[config.mk]
export PLATFORM = sky130hd
export DESIGN_NAME = branch_target_predictor_flat
export DESIGN_NICKNAME = d
export VERILOG_FILES = /design/src/rtl/branch_target_predictor_pkg.sv /design/src/rtl/branch_target_predictor_if.sv /design/src/rtl/branch_target_predictor_sat_counter.sv /design/src/rtl/branch_target_predictor.sv /design/src/flat_wrapper.sv
export SDC_FILE = /design/constraint.sdc
export NUM_CORES = 2
export LEC_CHECK = 0
export CORE_MARGIN = 3
export CORE_UTILIZATION = 25
export DETAILED_ROUTE_END_ITERATION = 10
export GPL_ROUTABILITY_DRIVEN = 0
export SLEW_MARGIN = 20
export SYNTH_ARGS = -nofsm -noshare
export SYNTH_HDL_FRONTEND = slang
export SYNTH_SLANG_ARGS = --single-unit
[constraint.sdc]
create_clock -name CLK -period 7.5 [get_ports CLK]
set_input_delay 1.875 -clock CLK [delete_from_list [all_inputs] [get_ports CLK]]
set_output_delay 1.875 -clock CLK [all_outputs]
set_load 0.005 [all_outputs]
[src/rtl/branch_target_predictor_pkg.sv]
// Shared types and helpers for the branch target buffer.
package branch_target_predictor_pkg;

    typedef logic [31:0] word_t;

    // Direction counter encodings for the default 2-bit configuration.
    localparam logic [1:0] BTB_CTR_WEAK_T  = 2'b10;
    localparam logic [1:0] BTB_CTR_WEAK_NT = 2'b01;

    // A resolved instruction was mispredicted if the direction was wrong, or
    // both agreed on taken but the carried target differs from the real one.
    function automatic logic btb_mispredict(input logic pred_taken, input word_t pred_target,
                                            input logic taken, input word_t target);
        return (pred_taken != taken) || (taken && pred_taken && (pred_target != target));
    endfunction

endpackage

[src/rtl/branch_target_predictor_if.sv]
// Fetch lookup, MEM-stage update and statistics bundle of the BTB.
interface branch_target_predictor_if import branch_target_predictor_pkg::*; #(
    parameter int STAT_W = 16
);
    word_t             lookup_pc;
    logic              pred_hit;
    logic              pred_taken;
    word_t             pred_target;
    logic              upd_en;
    word_t             upd_pc;
    logic              upd_taken;
    word_t             upd_target;
    logic              upd_is_jump;
    logic              upd_pred_taken;
    word_t             upd_pred_target;
    logic              flush_all;
    logic [STAT_W-1:0] stat_updates;
    logic [STAT_W-1:0] stat_mispred;

    modport master (
        output lookup_pc, upd_en, upd_pc, upd_taken, upd_target, upd_is_jump,
               upd_pred_taken, upd_pred_target, flush_all,
        input  pred_hit, pred_taken, pred_target, stat_updates, stat_mispred
    );

    modport slave (
        input  lookup_pc, upd_en, upd_pc, upd_taken, upd_target, upd_is_jump,
               upd_pred_taken, upd_pred_target, flush_all,
        output pred_hit, pred_taken, pred_target, stat_updates, stat_mispred
    );
endinterface

[src/rtl/branch_target_predictor_sat_counter.sv]
// Saturating up-counter used for the BTB statistics; it sticks at all ones.
module sat_counter #(
    parameter int W = 16
) (
    input  logic         CLK,
    input  logic         nRST,
    input  logic         en,
    input  logic         inc,
    output logic [W-1:0] q
);

    // Count one event per enabled cycle, holding at the maximum value.
    always_ff @(posedge CLK or negedge nRST) begin
        if (!nRST) begin
            q <= '0;
        end else if (en && inc && (q != '1)) begin
            q <= q + W'(1);
        end
    end

endmodule

[src/rtl/branch_target_predictor.sv]
// Direct-mapped branch target buffer with saturating direction counters.
// Lookup is combinational on the fetch PC; updates come from MEM resolution.
module branch_target_predictor import branch_target_predictor_pkg::*; #(
    parameter int ENTRIES = 16,
    parameter int CTR_W   = 2,
    parameter int STAT_W  = 16
) (
    input  logic                     CLK,
    input  logic                     nRST,
    branch_target_predictor_if.slave bus
);

    localparam int IDX_W = $clog2(ENTRIES);
    localparam int TAG_W = 30 - IDX_W;

    localparam logic [CTR_W-1:0] CTR_MAX     = '1;
    localparam logic [CTR_W-1:0] CTR_WEAK_T  = CTR_W'(1) << (CTR_W - 1);
    localparam logic [CTR_W-1:0] CTR_WEAK_NT = CTR_WEAK_T - CTR_W'(1);

    typedef struct packed {
        logic             valid;
        logic [TAG_W-1:0] tag;
        word_t            target;
        logic [CTR_W-1:0] ctr;
    } btb_entry_t;

    btb_entry_t entries [ENTRIES];

    logic [IDX_W-1:0] l_idx;
    logic [TAG_W-1:0] l_tag;
    btb_entry_t       l_entry;
    logic [IDX_W-1:0] u_idx;
    logic [TAG_W-1:0] u_tag;
    btb_entry_t       u_entry;
    logic             u_hit;
    logic             accepted;
    logic             mispred;
    logic             unused_pc_bits;

    function automatic logic [CTR_W-1:0] ctr_inc(input logic [CTR_W-1:0] c);
        return (c == CTR_MAX) ? c : c + CTR_W'(1);
    endfunction

    function automatic logic [CTR_W-1:0] ctr_dec(input logic [CTR_W-1:0] c);
        return (c == '0) ? c : c - CTR_W'(1);
    endfunction

    assign l_idx          = bus.lookup_pc[IDX_W+1:2];
    assign l_tag          = bus.lookup_pc[31:IDX_W+2];
    assign u_idx          = bus.upd_pc[IDX_W+1:2];
    assign u_tag          = bus.upd_pc[31:IDX_W+2];
    assign unused_pc_bits = ^bus.upd_pc[1:0];

    // Fetch-side prediction from the current (pre-update) entry contents.
    always_comb begin
        l_entry         = entries[l_idx];
        bus.pred_hit    = l_entry.valid && (l_entry.tag == l_tag);
        bus.pred_taken  = bus.pred_hit && l_entry.ctr[CTR_W-1];
        bus.pred_target = bus.pred_taken ? l_entry.target : bus.lookup_pc + 32'd4;
    end

    // Resolve-side hit detection and mispredict classification.
    always_comb begin
        u_entry  = entries[u_idx];
        u_hit    = u_entry.valid && (u_entry.tag == u_tag);
        accepted = bus.upd_en && !bus.flush_all;
        mispred  = btb_mispredict(bus.upd_pred_taken, bus.upd_pred_target,
                                  bus.upd_taken, bus.upd_target);
    end

    // Entry array: flush beats update; a taken miss allocates over any alias.
    always_ff @(posedge CLK or negedge nRST) begin
        if (!nRST) begin
            for (int i = 0; i < ENTRIES; i++) begin
                entries[i] <= '{valid: 1'b0, tag: '0, target: '0, ctr: CTR_WEAK_NT};
            end
        end else if (bus.flush_all) begin
            for (int i = 0; i < ENTRIES; i++) begin
                entries[i].valid <= 1'b0;
            end
        end else if (bus.upd_en) begin
            if (u_hit) begin
                if (bus.upd_is_jump) begin
                    entries[u_idx].ctr    <= CTR_MAX;
                    entries[u_idx].target <= bus.upd_target;
                end else if (bus.upd_taken) begin
                    entries[u_idx].ctr    <= ctr_inc(u_entry.ctr);
                    entries[u_idx].target <= bus.upd_target;
                end else begin
                    entries[u_idx].ctr    <= ctr_dec(u_entry.ctr);
                end
            end else if (bus.upd_taken) begin
                entries[u_idx] <= '{valid:  1'b1,
                                    tag:    u_tag,
                                    target: bus.upd_target,
                                    ctr:    (bus.upd_is_jump ? CTR_MAX : CTR_WEAK_T)};
            end
        end
    end

    sat_counter #(.W(STAT_W)) u_stat_updates (
        .CLK  (CLK),
        .nRST (nRST),
        .en   (accepted),
        .inc  (1'b1),
        .q    (bus.stat_updates)
    );

    sat_counter #(.W(STAT_W)) u_stat_mispred (
        .CLK  (CLK),
        .nRST (nRST),
        .en   (accepted),
        .inc  (mispred),
        .q    (bus.stat_mispred)
    );

endmodule

[src/flat_wrapper.sv]
// flat-port wrapper written by rule: the top's interface ports become plain ports
module branch_target_predictor_flat import branch_target_predictor_pkg::*;
#(
    parameter int ENTRIES = 16,
    parameter int CTR_W   = 2,
    parameter int STAT_W  = 16
)
  (CLK, nRST, bus_lookup_pc, bus_upd_en, bus_upd_pc, bus_upd_taken, bus_upd_target, bus_upd_is_jump, bus_upd_pred_taken, bus_upd_pred_target, bus_flush_all, bus_pred_hit, bus_pred_taken, bus_pred_target, bus_stat_updates, bus_stat_mispred);
  branch_target_predictor_if #(.STAT_W(STAT_W)) bus_i ();
  input  logic CLK;
  input  logic nRST;
  input wire logic [$bits(bus_i.lookup_pc)-1:0] bus_lookup_pc;
  input wire logic [$bits(bus_i.upd_en)-1:0] bus_upd_en;
  input wire logic [$bits(bus_i.upd_pc)-1:0] bus_upd_pc;
  input wire logic [$bits(bus_i.upd_taken)-1:0] bus_upd_taken;
  input wire logic [$bits(bus_i.upd_target)-1:0] bus_upd_target;
  input wire logic [$bits(bus_i.upd_is_jump)-1:0] bus_upd_is_jump;
  input wire logic [$bits(bus_i.upd_pred_taken)-1:0] bus_upd_pred_taken;
  input wire logic [$bits(bus_i.upd_pred_target)-1:0] bus_upd_pred_target;
  input wire logic [$bits(bus_i.flush_all)-1:0] bus_flush_all;
  output wire logic [$bits(bus_i.pred_hit)-1:0] bus_pred_hit;
  output wire logic [$bits(bus_i.pred_taken)-1:0] bus_pred_taken;
  output wire logic [$bits(bus_i.pred_target)-1:0] bus_pred_target;
  output wire logic [$bits(bus_i.stat_updates)-1:0] bus_stat_updates;
  output wire logic [$bits(bus_i.stat_mispred)-1:0] bus_stat_mispred;
  assign bus_i.lookup_pc = bus_lookup_pc;
  assign bus_i.upd_en = bus_upd_en;
  assign bus_i.upd_pc = bus_upd_pc;
  assign bus_i.upd_taken = bus_upd_taken;
  assign bus_i.upd_target = bus_upd_target;
  assign bus_i.upd_is_jump = bus_upd_is_jump;
  assign bus_i.upd_pred_taken = bus_upd_pred_taken;
  assign bus_i.upd_pred_target = bus_upd_pred_target;
  assign bus_i.flush_all = bus_flush_all;
  assign bus_pred_hit = bus_i.pred_hit;
  assign bus_pred_taken = bus_i.pred_taken;
  assign bus_pred_target = bus_i.pred_target;
  assign bus_stat_updates = bus_i.stat_updates;
  assign bus_stat_mispred = bus_i.stat_mispred;
  branch_target_predictor #(.ENTRIES(ENTRIES), .CTR_W(CTR_W), .STAT_W(STAT_W)) u_core (.CLK(CLK), .nRST(nRST), .bus(bus_i));
endmodule
==> impl_metrics.toml <==
[global_routing]
grt_max_degree = 158
grt_use_total = 0.154
antenna_found_initial = 24
grt_pass1_wl_mm = 243
grt_pass1_vias = 34300
grt.overflow.total = 0

[synthesis]
synth_cell_type_count = 76
synthesis.nets = 3664
synth_top_area_cell = "dfrtp_1"
synth_top_flop_cell = "dfrtp_1"
synth_top_cell_area_share = 0.478
synth_cells = 3525
yosys_warnings = 0
ys_seq_area_frac = 0.486
avgSynthCellArea_sq_um = 14.7
synth-edff-count = 0
synth_area_leaders = "dfrtp_1 (48%), mux2_2 (20%), mux4_2 (15%)"
yosysMostFrequentCell = "dfrtp_1"
synth_area_sq_um = 51900
synth-async-reset-ratio = 1.00
synth_common_cells = "dfrtp_1 (992), mux2_2 (932), mux4_2 (356)"
synth-seq-cells = 1008

[clocking]
clk_pin_slew_ps = 60
cts_sinks = 1008
cts_buffer_depth = 3
cts_made_buffers = 108
cts_max_level = 3
cts_tree = "yes"
cts_hold_buf = 0
insertion_delay_ps = 760
cts_root_buffer = "clkbuf_16"

[cells_and_area]
fin_cells = 6450
final_core_utilization = 0.300
syn2layout_area_growth_pct = 18.8
seq_area_sq_um = 25200
multi_input_area_sq_um = 25400
drive_above_1_share = 0.451
fill_cells = 20500
fin_nets = 3811

[critical_path]
worst-path-stages = 15
cpPeakStageDelay_ps = 510
worstSetupStartpoint = "bus_lookup_pc[2]"
rr_startpoint = "u_core.entries[665]"
critical_path_class = "input pin to output pin"
r2r_cells = 11
cpMaxStageDelayCell = "mux4_2"
crit_end = "bus_pred_target[2]"
cp_max_fo = 12
r2r-end = "u_core.entries[683]"
r2r_setup_slack_ps = 3040
cp.required_ps = 5620
path_buf_inv = 6
cp_data_arrival_time_ps = 5550
path_cells = "buf_12 > buf_16 > mux4_2 > nor2b_1 > a211oi_1 > a21oi_1 > xnor2_1 > nand3_1 > nor3_2 > buf_4 > and3b_2 > buf_12 > mux2i_2 > buf_4 > clkdlybuf4s50_1"
startpoint_type = "input pin"
path_delay_family = "buffers and inverters"
cp-end-kind = "output pin"

[routing]
vias = 32700
drt-total-wl_mm = 167
final_antenna_net_count = 0
dr.pass1.iters = 5
drt_iter0_drc = 2689
detail_route.vias_per_cell = 5.06
wl_per_cell_um = 25.8
drc_errors = 0

[power]
total_power_w = 0.0146
power.density_nw_per_um2 = 237
p_leak_nw = 26.6
vdd_drop_max_mv = 0.186

[sta]
fmax_ghz = 0.135
grt_setup_unrepaired = "no"
drv_slew = 0
setup_ws_ps = 78.2
hold_viol_final = 0
skew_ps = 36.3
period_share = 0.990
worst-slew-pin-transition_ps = 1140
maxSlewHeadroom = 0.240
setup_viol = 0
fin_crit_ps = 7420

[placed_design]
dp_cells = 6242
hpwl_mm = 105
port_buffers = 198
dp_worst_setup_slack_ps = -160

[run]
drv_cap = 0

[hold_path]
hold_class = "flip-flop to flip-flop"

[die]
die_area_sq_um = 213000
initial_core_util = 0.253
die_w_um = 462
die_h_um = 462
core_sq_um = 206000
rows = 166
pin_count = 201

[outcome]
status = "completed"
## how the worst min path moves through the flow
stage,to,slack [ps],depth (start not counted),start
floorplan,u_core.entries[324],450,1,u_core.entries[324]
global placement,u_core.entries[573],460,1,u_core.entries[573]
detailed placement,u_core.entries[563],470,1,u_core.entries[563]
CTS,u_core.entries[563],480,1,u_core.entries[563]
global route,u_core.entries[562],490,1,u_core.entries[562]
finish,u_core.entries[575],480,1,u_core.entries[575]
## flip-flops by register name (all words and copies together), names as in the netlist
| register | cells |
|---|---|
| u_core.u_stat_mispred.q | 16 |
| u_core.entries | 976 |
| u_core.u_stat_updates.q | 16 |
## metal layers
layer	track usage	vias to the layer above	wire, um
met1	0.207	17700	72200
met3	0.0266	285	8640
met5	0	-	58
met4	0.0476	10	5540
met2	0.254	983	80200
li1	-	13600	-
## report_power, final
part / leakage, nW / switching, W / total [W] / internal (W)
combinational: 11.5 / 0.00109 / 0.00245 / 0.00136
clock: 1.80 / 0.00233 / 0.00555 / 0.00322
sequential: 13.4 / 0.000462 / 0.00662 / 0.00615
total: 26.6 / 0.00388 / 0.0146 / 0.0107
## layout by cell type, fill, tap and decap left out, types with 34 or more instances in the layout
cell,instances
xnor2_1,85
mux2i_1,119
clkbuf_16,109
buf_12,59
clkdlybuf4s50_1,186
mux2_1,49
a21oi_1,48
dfrtp_1,992
mux2_2,932
nand2_1,71
nor2_1,65
a31oi_1,34
buf_4,96
mux4_2,356
xor2_1,62
## per-stage QoR
stage	cell area [sq um]	TNS [ps]	hold slack, ps
2_1_floorplan	51900	0	452
3_3_place_gp	57800	-2680	462
3_5_place_dp	57800	-2330	469
4_1_cts	61500	0	482
5_1_grt	61700	0	494
6_report	61700	0	482
## worst register-to-register path, stage by stage (launching register included)
cell and delay (ps):
dfrtp_1 400, mux4_2 460, mux2i_1 180, xnor2_1 220, a2111oi_0 820, a31oi_1 200, a21oi_1 560, a41oi_4 180
buf_4 310, nor3_4 270, buf_12 320, mux2_2 410
## cells by family after synthesis
group | count (synthesis) | synth area share
xor+xnor | 147 | 0.0248
flops | 1008 | 0.486
buf+inv | 330 | 0.0293
fa+ha+maj | 6 | 0.00135
mux | 1464 | 0.391
simple gates | 348 | 0.0384
compound gates | 222 | 0.0287
## final cells by class
cell class,instances,area share
multi-input cells,2187,0.411
flip-flops and latches,1008,0.409
inverters,11,0.000669
clock buffers,160,0.0504
well taps,2688,0.0545
diodes,3,0.000122
clock inverters,37,0.00907
repair buffers,356,0.0648
## repair_timing
action / 4_1_cts / 5_1_grt
gates cloned: 0 / 1
pin swaps: 0 / 5
buffers inserted: 0 / 7
resized for setup: 6 / 26
endpoints found under the setup margin: 32 / 31
(Power assumes the default switching activity.)
